### config.mk
export PLATFORM = sky130hd
export DESIGN_NAME = fu_branch_pipe
export DESIGN_NICKNAME = d
export VERILOG_FILES = /design/src/rtl/fu_branch_pipe.sv
export SDC_FILE = /design/constraint.sdc
export NUM_CORES = 1
export LEC_CHECK = 0
export CELL_PAD_IN_SITES_DETAIL_PLACEMENT = 1
export CELL_PAD_IN_SITES_GLOBAL_PLACEMENT = 1
export CORE_UTILIZATION = 38
export DETAILED_ROUTE_END_ITERATION = 7
export PLACE_DENSITY_LB_ADDON = 0.2
export RECOVER_POWER = 50
export SLEW_MARGIN = 20
export SYNTH_ARGS = -nofsm -noshare
export SYNTH_HDL_FRONTEND = slang
export SYNTH_SLANG_ARGS = --single-unit
### constraint.sdc
create_clock -name clk -period 6.8 [get_ports clk]
set_clock_uncertainty 0.1 [all_clocks]
set_input_delay 1.36 -clock clk [delete_from_list [all_inputs] [get_ports clk]]
set_output_delay 1.36 -clock clk [all_outputs]
set_load 0.02 [all_outputs]
### src/rtl/fu_branch_pipe.sv
// Pipelined branch/jump unit: resolves JAL/JALR/conditional branches with a
// valid/ready issue port, LATENCY-deep tagged pipe, backpressure and flush.
module fu_branch_pipe #(
  parameter int unsigned XLEN    = 32,
  parameter int unsigned LATENCY = 2,
  parameter int unsigned TAG_W   = 4
) (
  input  logic             clk,
  input  logic             rst,
  input  logic             flush,
  input  logic             issue_valid,
  output logic             issue_ready,
  input  logic [TAG_W-1:0] issue_tag,
  input  logic             is_jump,
  input  logic             jalr,
  input  logic [2:0]       cmp_ctrl,
  input  logic [XLEN-1:0]  rs1_data,
  input  logic [XLEN-1:0]  rs2_data,
  input  logic [XLEN-1:0]  imm,
  input  logic [XLEN-1:0]  pc,
  input  logic             pred_taken,
  input  logic [XLEN-1:0]  pred_target,
  output logic             done_valid,
  input  logic             done_ready,
  output logic [TAG_W-1:0] done_tag,
  output logic [XLEN-1:0]  pc_jump,
  output logic [XLEN-1:0]  pc_wb,
  output logic             taken,
  output logic             mispredict,
  output logic             misaligned
);

  typedef struct packed {
    logic [TAG_W-1:0] tag;
    logic [XLEN-1:0]  pc_jump;
    logic [XLEN-1:0]  pc_wb;
    logic             taken;
    logic             mispredict;
    logic             misaligned;
  } res_t;

  logic            w_cond;
  logic            w_taken;
  logic [XLEN-1:0] w_base;
  logic [XLEN-1:0] w_sum;
  logic [XLEN-1:0] w_target;
  logic            w_stall;
  res_t            w_res;

  logic            r_valid [LATENCY];
  res_t            r_stage [LATENCY];

  always_comb begin
    w_cond = 1'b0;
    unique case (cmp_ctrl)
      3'b001:  w_cond = (rs1_data == rs2_data);
      3'b010:  w_cond = (rs1_data != rs2_data);
      3'b011:  w_cond = ($signed(rs1_data) < $signed(rs2_data));
      3'b100:  w_cond = (rs1_data < rs2_data);
      3'b101:  w_cond = ($signed(rs1_data) >= $signed(rs2_data));
      3'b110:  w_cond = (rs1_data >= rs2_data);
      default: w_cond = 1'b0;
    endcase
    w_taken  = is_jump | w_cond;
    w_base   = jalr ? rs1_data : pc;
    w_sum    = w_base + imm;
    w_target = jalr ? {w_sum[XLEN-1:1], 1'b0} : w_sum;

    w_res            = '0;
    w_res.tag        = issue_tag;
    w_res.pc_jump    = w_target;
    w_res.pc_wb      = pc + XLEN'(4);
    w_res.taken      = w_taken;
    w_res.misaligned = w_taken & w_target[1];
    w_res.mispredict = (w_taken != pred_taken) |
                       (w_taken & pred_taken & (w_target != pred_target));
  end

  // Whole pipe freezes while the last stage holds an unaccepted result.
  assign w_stall     = r_valid[LATENCY-1] & ~done_ready;
  assign issue_ready = ~flush & ~w_stall;

  always_ff @(posedge clk or posedge rst) begin
    if (rst) begin
      for (int unsigned i = 0; i < LATENCY; i++) begin
        r_valid[i] <= 1'b0;
        r_stage[i] <= '0;
      end
    end else if (flush) begin
      for (int unsigned i = 0; i < LATENCY; i++) begin
        r_valid[i] <= 1'b0;
      end
    end else if (!w_stall) begin
      r_valid[0] <= issue_valid;
      if (issue_valid) begin
        r_stage[0] <= w_res;
      end
      for (int unsigned i = 1; i < LATENCY; i++) begin
        r_valid[i] <= r_valid[i-1];
        r_stage[i] <= r_stage[i-1];
      end
    end
  end

  assign done_valid = r_valid[LATENCY-1];
  assign done_tag   = r_stage[LATENCY-1].tag;
  assign pc_jump    = r_stage[LATENCY-1].pc_jump;
  assign pc_wb      = r_stage[LATENCY-1].pc_wb;
  assign taken      = r_stage[LATENCY-1].taken;
  assign mispredict = r_stage[LATENCY-1].mispredict;
  assign misaligned = r_stage[LATENCY-1].misaligned;

endmodule

Word-level counts from Yosys, hierarchy flattened
Cells that the tools add are included.
Widths: inputs -> output; s select.
{ "word_totals": {"output_inout_bits": 73, "elab_cells": 48, "in_bits": 175, "regBits": 144} }
{ "classes": {"order_cmp": 4, "add_sub_neg": 2, "muxes": 5, "reduce_logical": 2, "eq_ne": 11, "bitwise_logic": 10} }
{ "op_table": {"columns": ["operator", "count"], "rows": [
  ["$ge 32x32->1", 2],
  ["$lt 32x32->1", 2],
  ["$ne 32x32->1", 2],
  ["$add 32x3->32 const B", 1],
  ["$add 32x32->32", 1],
  ["$eq 32x32->1", 1],
  ["$mux 32", 1],
  ["$eq 3x3->1 const B", 3],
  ["$eq 3x2->1 const B", 2],
  ["$pmux 1 s6", 1],
  ["$and 1x1->1", 5],
  ["$mux 2", 2],
  ["$eq 3x1->1 const B", 1],
  ["$not 1->1", 3],
  ["$reduce_and 3->1", 1],
  ["$ne 2x2->1 const B", 1],
  ["$or 1x1->1", 2],
  ["$reduce_and 2->1", 1],
  ["$mux 1", 1],
  ["$ne 1x1->1", 1]
]} }

Logic depth before layout (Yosys ltp)
Gate-level depths: netlist of the first run.
{ "logic_depth": {"ltp_word": 6, "depth_mapped": 16, "ltp_nobuf": 14} }

Worst setup path after synthesis of the first run
OpenSTA, ideal clock, no wires.
{ "synth_timing": {"kind": "input -> register", "from": "input port jalr", "to": "register r_stage[72] (netlist name)", "setup_time_ps": 143, "path_buffers": 3, "setup_slack_ps": 1464, "arrival_ps": 5093, "required_time_ps": 6557, "path_stages": 15, "cell_sequence": "clkbuf_1 > clkbuf_1 > mux2_2 > ha_1 > buf_4 > nand2_1 > nor3_2 > a2111oi_4 > o211ai_4 > a21boi_1 > o21bai_1 > xnor2_1 > or4_1 > nor4_1 > a31oi_1"} }
{ "synth_between": {"elab_chain_len": 6} }
{ "synth_lines": {"columns": ["item", "line_no", "text"], "rows": [
  ["start, declared", "15", "input logic jalr,"],
  ["$mux 32", "65", "w_base = jalr ? rs1_data : pc;"],
  ["$add 32x32->32", "66", "w_sum = w_base + imm;"],
  ["$mux 1", "67", "w_target = jalr ? {w_sum[XLEN-1:1], 1'b0} : w_sum;"],
  ["$ne 32x32->1 *", "76", "(w_taken & pred_taken & (w_target != pred_target));"],
  ["$and 1x1->1 *", "76", null],
  ["$or 1x1->1 *", "75", "w_res.mispredict = (w_taken != pred_taken) |"],
  ["end signal, assigned by index", "100", "r_stage[i] <= r_stage[i-1];"],
  ["end, declared", "51", "res_t r_stage [LATENCY];"]
]} }
Mark *: on every way between the ends. The rest lies on a longest branch, timed or not.
A chain may end at the register's enable or synchronous reset.

Final worst setup path of the first run
Ends and elaborated chain as after synthesis.

==> results.md, run 1 <==
* Status: complete, but fails checks
* Failing checks: capacitance limit, slew limit
* CP required at 6.96 ns
* Final ANT Viol Nets at 0
* Most frequent cells in the layout: clkdlybuf4s50_1, dfrtp_1, mux2_2, nand2_1, o21ai_0
* Root Driver: clkbuf_16
* Pint at 2.10 mW
* GPL Wtd Cong at approximately 0.87
* Hold path depth at 2
* Setup tns final at 0 ns
* Total CTS buffers at 17
* CP startpoint kind: input pin
* Sw Pwr at approximately 1.2 mW
* Netlist cell types at 70
* Peak supply drop at between 150 and 200 uV
* CP Capture Type: flop
* DP HPWL at 25.1 mm
* Most used DFF post-synth: dfrtp_1
* Clk buf depth at 2
* Mapped cell area at 9980 um2
* R2R depth at 11
* Worst min-delay path class: reg -> reg
* Internal reg-to-reg setup slack at 3.30 ns
* Die Ht at roughly 160 um
* FMAX at 0.173 GHz
* Max cap viols at 2
* P_leak at ~5.5 nW
* CTS tree: yes
* # Post-CTS Setup Buffers at 0
* Syn-to-layout area delta at 28.3%
* Largest family of logic cells by synthesized area: compound AO/OA/AOI/OAI gates
* H-Tree Depth at 4
* Post-synthesis compound-gate area fraction at 0.133
* Hold buffer count at cts at 0
* Post-Place Setup Slack at a little under 0.6 ns
* DP Area at 12200 um2
* CP Max Fanout at 25
* Post-synth EDFFs at 0
* Final WL at around 32 mm
* FF-to-FF Start: done_valid
* DP Cell Count at 1516
* Die area at ~27000 um2
* I/O pin count at between 200 and 250
* Synth Register Bits at 144
* Final setup fails at 0
* Commonest non-fill, non-tap cell in the layout: clkdlybuf4s50_1
* Post-synthesis mux area share at 0.126
* Resize count post-CTS at 0
* IO Port Bufs at around 250
* Vias at 8181
* Initial Utilization at 0.392
* Initial antenna violation count at 2
* Gate power share at 0.355
* Adder-Cell Fraction of Synth Area at 0.0822
* CTS Sinks at 144
* Row cnt at 58
* Final net count at 1445
* Routed wire per std cell at 20.6 um
* Sequential share of power at 0.354
* Sw frac at 0.359
* Reg2reg end: r_stage[72]
* Largest net degree at the start of global routing at 96
* Slew Viols, Final at approximately 140
* Hold Path Origin: r_stage[90]
* Vias/cell at 5.27
* Post-route clock period utilization at 0.851
* Slew HR at -1.56
* P per Cell Area at roughly 260 nW/um2
* Clk pwr share at 0.290
* Final cell count without fillers at ~1600
* Congestion Overflow GR at 0
* Sequential fraction of the synthesis area at 0.361
* Post-Syn Instances at 1042
* Simple-gate share of the synthesized area at 0.126
* GR Util All Layers at 0.245
* First drt pass iteration count at 4
* Post-Syn Area per Cell at 9.58 um2
* Chip Width at about 160 um
* Multi-input gate area at roughly 5500 um2
* Fill cell count at 2786
* Synth Area in XOR/XNOR at 0.0848
* Worst-Margin Slew at slightly below 4 ns
* Share of layout cells above drive strength 1 at 0.129
* Initial DRC Count at ~400
* Post-route cell area at roughly 13000 um2
* CP arrival at between 5 and 6 ns
* Core Region at about 25000 um2
* FF+latch area at 3600 um2
* Final Hold Fails at 0
* Number of global-route vias before repair at 8575
* Clk pin slew, worst setup/hold paths at ~0.07 ns
* Post-layout min period at 5.79 ns
* Number of synthesis warnings at 0
* Worst-Skew Late Latency at approximately 0.42 ns
* First-pass GRT wire length at just under 50 mm
* Endpoint, Worst Hold: r_stage[90]
* Async S/R FF share, synth at 1.00
* Unrepaired setup endpoints after global routing: false
* Mapped Nets at 1282
* Critical path class: in -> reg
* DRC violation count after routing at 0
* Setup ws final at 1.01 ns
power groups by stage:
stage          clock network [mW]  logic (mW)  registers, mW
5_1_grt                      1.00        1.27           1.19
4_1_cts                     0.977        1.21           1.17
2_1_floorplan                   0       0.849           1.15
3_3_place_gp                    0        1.19           1.17
3_5_place_dp                    0        1.20           1.18
6_report                    0.950        1.16           1.16
how the worst max path moves through the flow:
| stage | start | end | cells after the start |
|---|---|---|---|
| after floorplan | jalr | r_stage[72] | 15 |
| after global placement | jalr | r_stage[72] | 14 |
| after detailed placement | jalr | r_stage[72] | 14 |
| after CTS | jalr | r_stage[72] | 14 |
| after global routing | jalr | r_stage[72] | 14 |
| final | jalr | r_stage[72] | 14 |
critical path: stages:
cell	delay [ns]
clkdlybuf4s50_1	0.80
buf_4	0.40
mux2_2	0.41
ha_1	0.36
a21oi_1	0.26
o21ai_0	0.21
a211oi_1	0.28
o2111ai_1	0.18
nand2_1	0.27
o31ai_1	0.14
xnor2_1	0.31
xnor2_1	0.12
a2111oi_0	0.67
a31oi_1	0.15
through the flow:
| stage | utilization | hold slack [ns] | power, mW |
|---|---|---|---|
| after floorplan | - | 0.343 | 2.00 |
| after global placement | 0.480 | 0.357 | 2.36 |
| after detailed placement | 0.480 | 0.367 | 2.39 |
| after CTS | 0.503 | 0.383 | 3.36 |
| after global routing | 0.503 | 0.401 | 3.46 |
| final | 0.503 | 0.380 | 3.27 |
kinds of logic after synthesis:
family / after synthesis
AND/OR/NAND/NOR: 261
AO/OA/AOI/OAI: 211
buffers and inverters: 157
flip-flops: 144
multiplexers: 112
XOR/XNOR: 92
adder cells (fa/ha/maj): 65
routing by layer:
metal / up-vias / part of all wire / routed length [um] / track usage
met1: 4021 / 0.47 / 14900 / 0.337
met5: - / 0 / 0 / 0
met3: 32 / 0.034 / 1100 / 0.0328
met4: 0 / 0.019 / 603 / 0.0741
li1: 3948 / - / - / -
met2: 180 / 0.48 / 15400 / 0.398
cells in the mapped netlist, types with 3 or more instances:
library cell / instances / area share
nor4_1: 6 / 0.0038
buf_4: 69 / 0.052
nand2_1: 103 / 0.039
ha_1: 64 / 0.080
a21oi_1: 48 / 0.024
o21a_1: 4 / 0.0030
nand3b_1: 3 / 0.0023
a211oi_1: 5 / 0.0038
o211ai_1: 5 / 0.0038
nand3_1: 16 / 0.0080
o31ai_1: 8 / 0.0060
xor2_1: 39 / 0.034
buf_2: 7 / 0.0035
dfrtp_1: 144 / 0.36
nor2_1: 45 / 0.017
a21boi_0: 3 / 0.0023
nand4_1: 23 / 0.014
o22ai_1: 3 / 0.0019
clkbuf_1: 28 / 0.011
o21ai_0: 85 / 0.043
o21ai_1: 4 / 0.0020
or4_1: 3 / 0.0023
nor2b_1: 6 / 0.0038
nand2b_1: 8 / 0.0050
or3_1: 3 / 0.0019
nand4b_1: 3 / 0.0026
nor3b_1: 3 / 0.0023
a21o_1: 11 / 0.0083
mux2_2: 110 / 0.12
xnor3_1: 3 / 0.0068
nor3_1: 21 / 0.011
xnor2_1: 50 / 0.044
o2111ai_1: 4 / 0.0035
and3_1: 10 / 0.0063
inv_1: 49 / 0.018
o21bai_1: 3 / 0.0023
final cells by class:
type,count,share of cell area
Timing Repair Buffer,252,0.196
Clock inverter,14,0.0114
Tap cell,330,0.0322
Antenna cell,4,0.000781
Multi-Input combinational cell,741,0.431
Clock buffer,18,0.0335
Inverter,49,0.0144
Sequential cell,144,0.281
sequential cells by signal, summed over array words and instances (netlist names):
name        flops
pc_jump        32
r_stage        71
misaligned      1
done_tag        4
r_valid         1
taken           1
done_valid      1
pc_wb          32
mispredict      1
(Power assumes the default switching activity.)
==> run 2: changes to the inputs <==
Settings changed: CORE_MARGIN from default to 10, CORE_UTILIZATION 38 to 34.
Clock period 6.8 ns to 4.7 ns, I/O delays scaled along.
==> run 2 against run 1 <==
The flow still finishes with violations (capacitance limit, slew limit). Clock-buffer cell count up 1. Flip-flop and latch count unchanged. Critical path type unchanged. Clock power up 56%. Critical endpoint unchanged.
==> results.md, run 2 (same netlist as run 1, synthesis figures left out) <==
* Status: complete, but fails checks
* Failing checks: capacitance limit, slew limit
* Congestion Overflow GR at 0 (unchanged)
* IO Port Bufs at 247 (unchanged)
* H-Tree Depth at 4 (unchanged)
* Final Hold Fails at 0 (unchanged)
* Worst min-delay path class: reg -> reg
* R2R depth at 5 (-6)
* Syn-to-layout area delta at 42.2%
* Worst-Margin Slew at 2.15 ns (-1.70 ns)
* Max reg flops at 71 (unchanged)
* Max cap viols at 2 (unchanged)
* Critical path class: in -> reg
* Multi-input gate area at 5580 um2 (+1.0%)
* CP Max Fanout at 3 (-88%)
* Hold path depth at 2 (unchanged)
* Crit-path max cell delay at 0.56 ns (-0.24 ns)
* Peak supply drop at 190 uV (+17%)
* Final WL at 37.3 mm (+17%)
* Clk buf depth at 2 (unchanged)
* GPL Wtd Cong at 0.890 (+2.1%)
* First-pass GRT wire length at 57.0 mm (+15%)
* FF+latch area at 3600 um2 (unchanged)
* Final setup fails at 0 (unchanged)
* P_leak at 6.21 nW (+13%)
* Worst-Skew Late Latency at 0.43 ns (about the same)
* CP required at 4.89 ns (-2.07 ns)
* First drt pass iteration count at 5 (+1)
* FF-to-FF Start: done_valid
* CTS Sinks at 144 (unchanged)
* Share of layout cells above drive strength 1 at 0.239 (+0.110)
* FMAX at about 0.22 GHz
* I/O pin count at 248 (unchanged)
* Most frequent cells in the layout: clkdlybuf4s50_1, buf_4, dfrtp_1, mux2_2, nand2_1
* Number of global-route vias before repair at 9732 (+13%)
* Hold Path Origin: r_stage[102]
* Die area at 36600 um2 (+36%)
* Core Region at 28900 um2 (+13%)
* CP Capture Type: flop
* Post-layout min period at 4.52 ns
* Cell Chain, Critical Path: clkdlybuf4s50_1 -> mux2_2 -> ha_1 -> inv_1 -> fa_2 -> nor2b_4 -> o31a_1 -> o311a_1 -> nor2_4 -> nand2_2 -> a221oi_4 -> xnor3_1 -> or4_1 -> nor4_2 -> a31oi_1
* DP HPWL at 29.9 mm (+19%)
* Endpoint, Worst Hold: r_stage[102]
* Total CTS buffers at 17 (unchanged)
* Vias at 8782 (+7.3%)
* Clk pin slew, worst setup/hold paths at 0.07 ns (about the same)
* Fill cell count at 3291 (+18%)
* GR Util All Layers at 0.202 (-0.0431)
* CTS tree: yes
* Post-Place Setup Slack at -0.657 ns (-1.24 ns)
* Top reg by flops: r_stage
* Final ANT Viol Nets at 0 (unchanged)
* Post-route cell area at 14200 um2 (+11%)
* Initial Utilization at 0.346 (-0.0460)
* Critical path's slowest cell: or4_1
* Setup ws final at 0.182 ns (-0.830 ns)
* Unrepaired setup endpoints after global routing: false
* Die Ht at 191 um (+17%)
* Initial antenna violation count at 6 (+4)
* CP arrival at 4.71 ns (-1.24 ns)
* Largest net degree at the start of global routing at 145 (+51%)
* Chip Width at 191 um (+17%)
* Vias/cell at 4.97 (-5.7%)
* Root Driver: clkbuf_16
* Slew Viols, Final at 179 (+27%)
* Internal reg-to-reg setup slack at 1.15 ns (-2.15 ns)
* Final net count at 1605 (+11%)
* Routed wire per std cell at 21.1 um (+2.4%)
* Post-route clock period utilization at 0.961
* CP startpoint kind: input pin
* DP Area at 13500 um2 (+10%)
* DRC violation count after routing at 0 (unchanged)
* Row cnt at 62 (+6.9%)
* Initial DRC Count at 397 (-1.0%)
* Slew HR at -0.432 (+1.13)
* Commonest non-fill, non-tap cell in the layout: clkdlybuf4s50_1
* P per Cell Area at 365 nW/um2 (+43%)
* Reg2reg end: pc_wb[7]
==> run 2: changes by cell type in the layout (fill, tap and decap cells not counted), sizes merged <==
cell	before	now
clkdlybuf4s50	173	243
dlygate4sd3	74	3
clkbuf	19	21
bufinv	0	3
inv	57	55
dlymetal6s2s	0	1
buf	4	163
clkinv	5	0
clkinvlp	1	4
==> run 2: report_power, final <==
group	leakage [nW]	switching, mW	internal [mW]	total (mW)
combinational	4.16	0.975	1.04	2.02
clock	0.292	0.614	0.863	1.48
sequential	1.76	0.157	1.53	1.69
total	6.21	1.75	3.44	5.18
==> run 2: worst max-delay path: cells and delay by family <==
kind	cells	cell delay (ns)
and+or+nand+nor	5	1.18
buffers and inverters	2	0.53
muxes	1	0.28
adders and majority gates	2	0.46
AOI/OAI and AO/OA	4	1.06
xor gates and xnor gates	1	0.27
==> run 2: per-layer routing <==
metal  vias up  GRT usage  part of all wire
met3        34     0.0399             0.045
met1      4292      0.252              0.45
li1       4277          -                 -
met5         -          0           0.00072
met2       175      0.344              0.49
met4         4     0.0610             0.019
==> run 2: worst max path at each step <==
stage | slack [ns] | startpoint | cells after the start | to
floorplan | -0.10 | jalr | 15 | r_stage[72]
global route | 0.04 | rs1_data[0] | 15 | r_stage[72]
global placement | -0.58 | jalr | 18 | r_stage[72]
CTS | 0.03 | jalr | 16 | r_stage[72]
detailed placement | -0.66 | jalr | 18 | r_stage[72]
finish | 0.18 | rs1_data[0] | 15 | r_stage[72]
==> run 2: area by class of cell <==
| cell class | instances | share of cell area |
|---|---|---|
| multi-input combinational | 741 | 0.393 |
| timing repair buffer | 412 | 0.262 |
| clock inverter | 13 | 0.0123 |
| sequential | 144 | 0.254 |
| clock buffer | 19 | 0.0312 |
| inverter | 49 | 0.0132 |
| antenna | 4 | 0.000705 |
| tap | 384 | 0.0339 |
==> run 2: repair_timing <==
item | in CTS | in global routing
setup buffers | 0 | 1
hold buffers | 0 | 0
resized for setup | 4 | 12
setup endpoints to repair | 1 | 2
cloned | 0 | 1
==> run 2: through the flow <==
stage               TNS, ns  hold WS, ns  total power, mW   util  instances
finish                    0        0.376             5.18  0.492       1766
global route              0        0.398             5.48  0.492       1765
CTS                       0        0.381             5.24  0.490       1760
detailed placement   -0.867        0.366             3.72  0.468       1728
global placement     -0.765        0.358             3.67  0.468       1728
floorplan            -0.105        0.343             2.89      -       1042
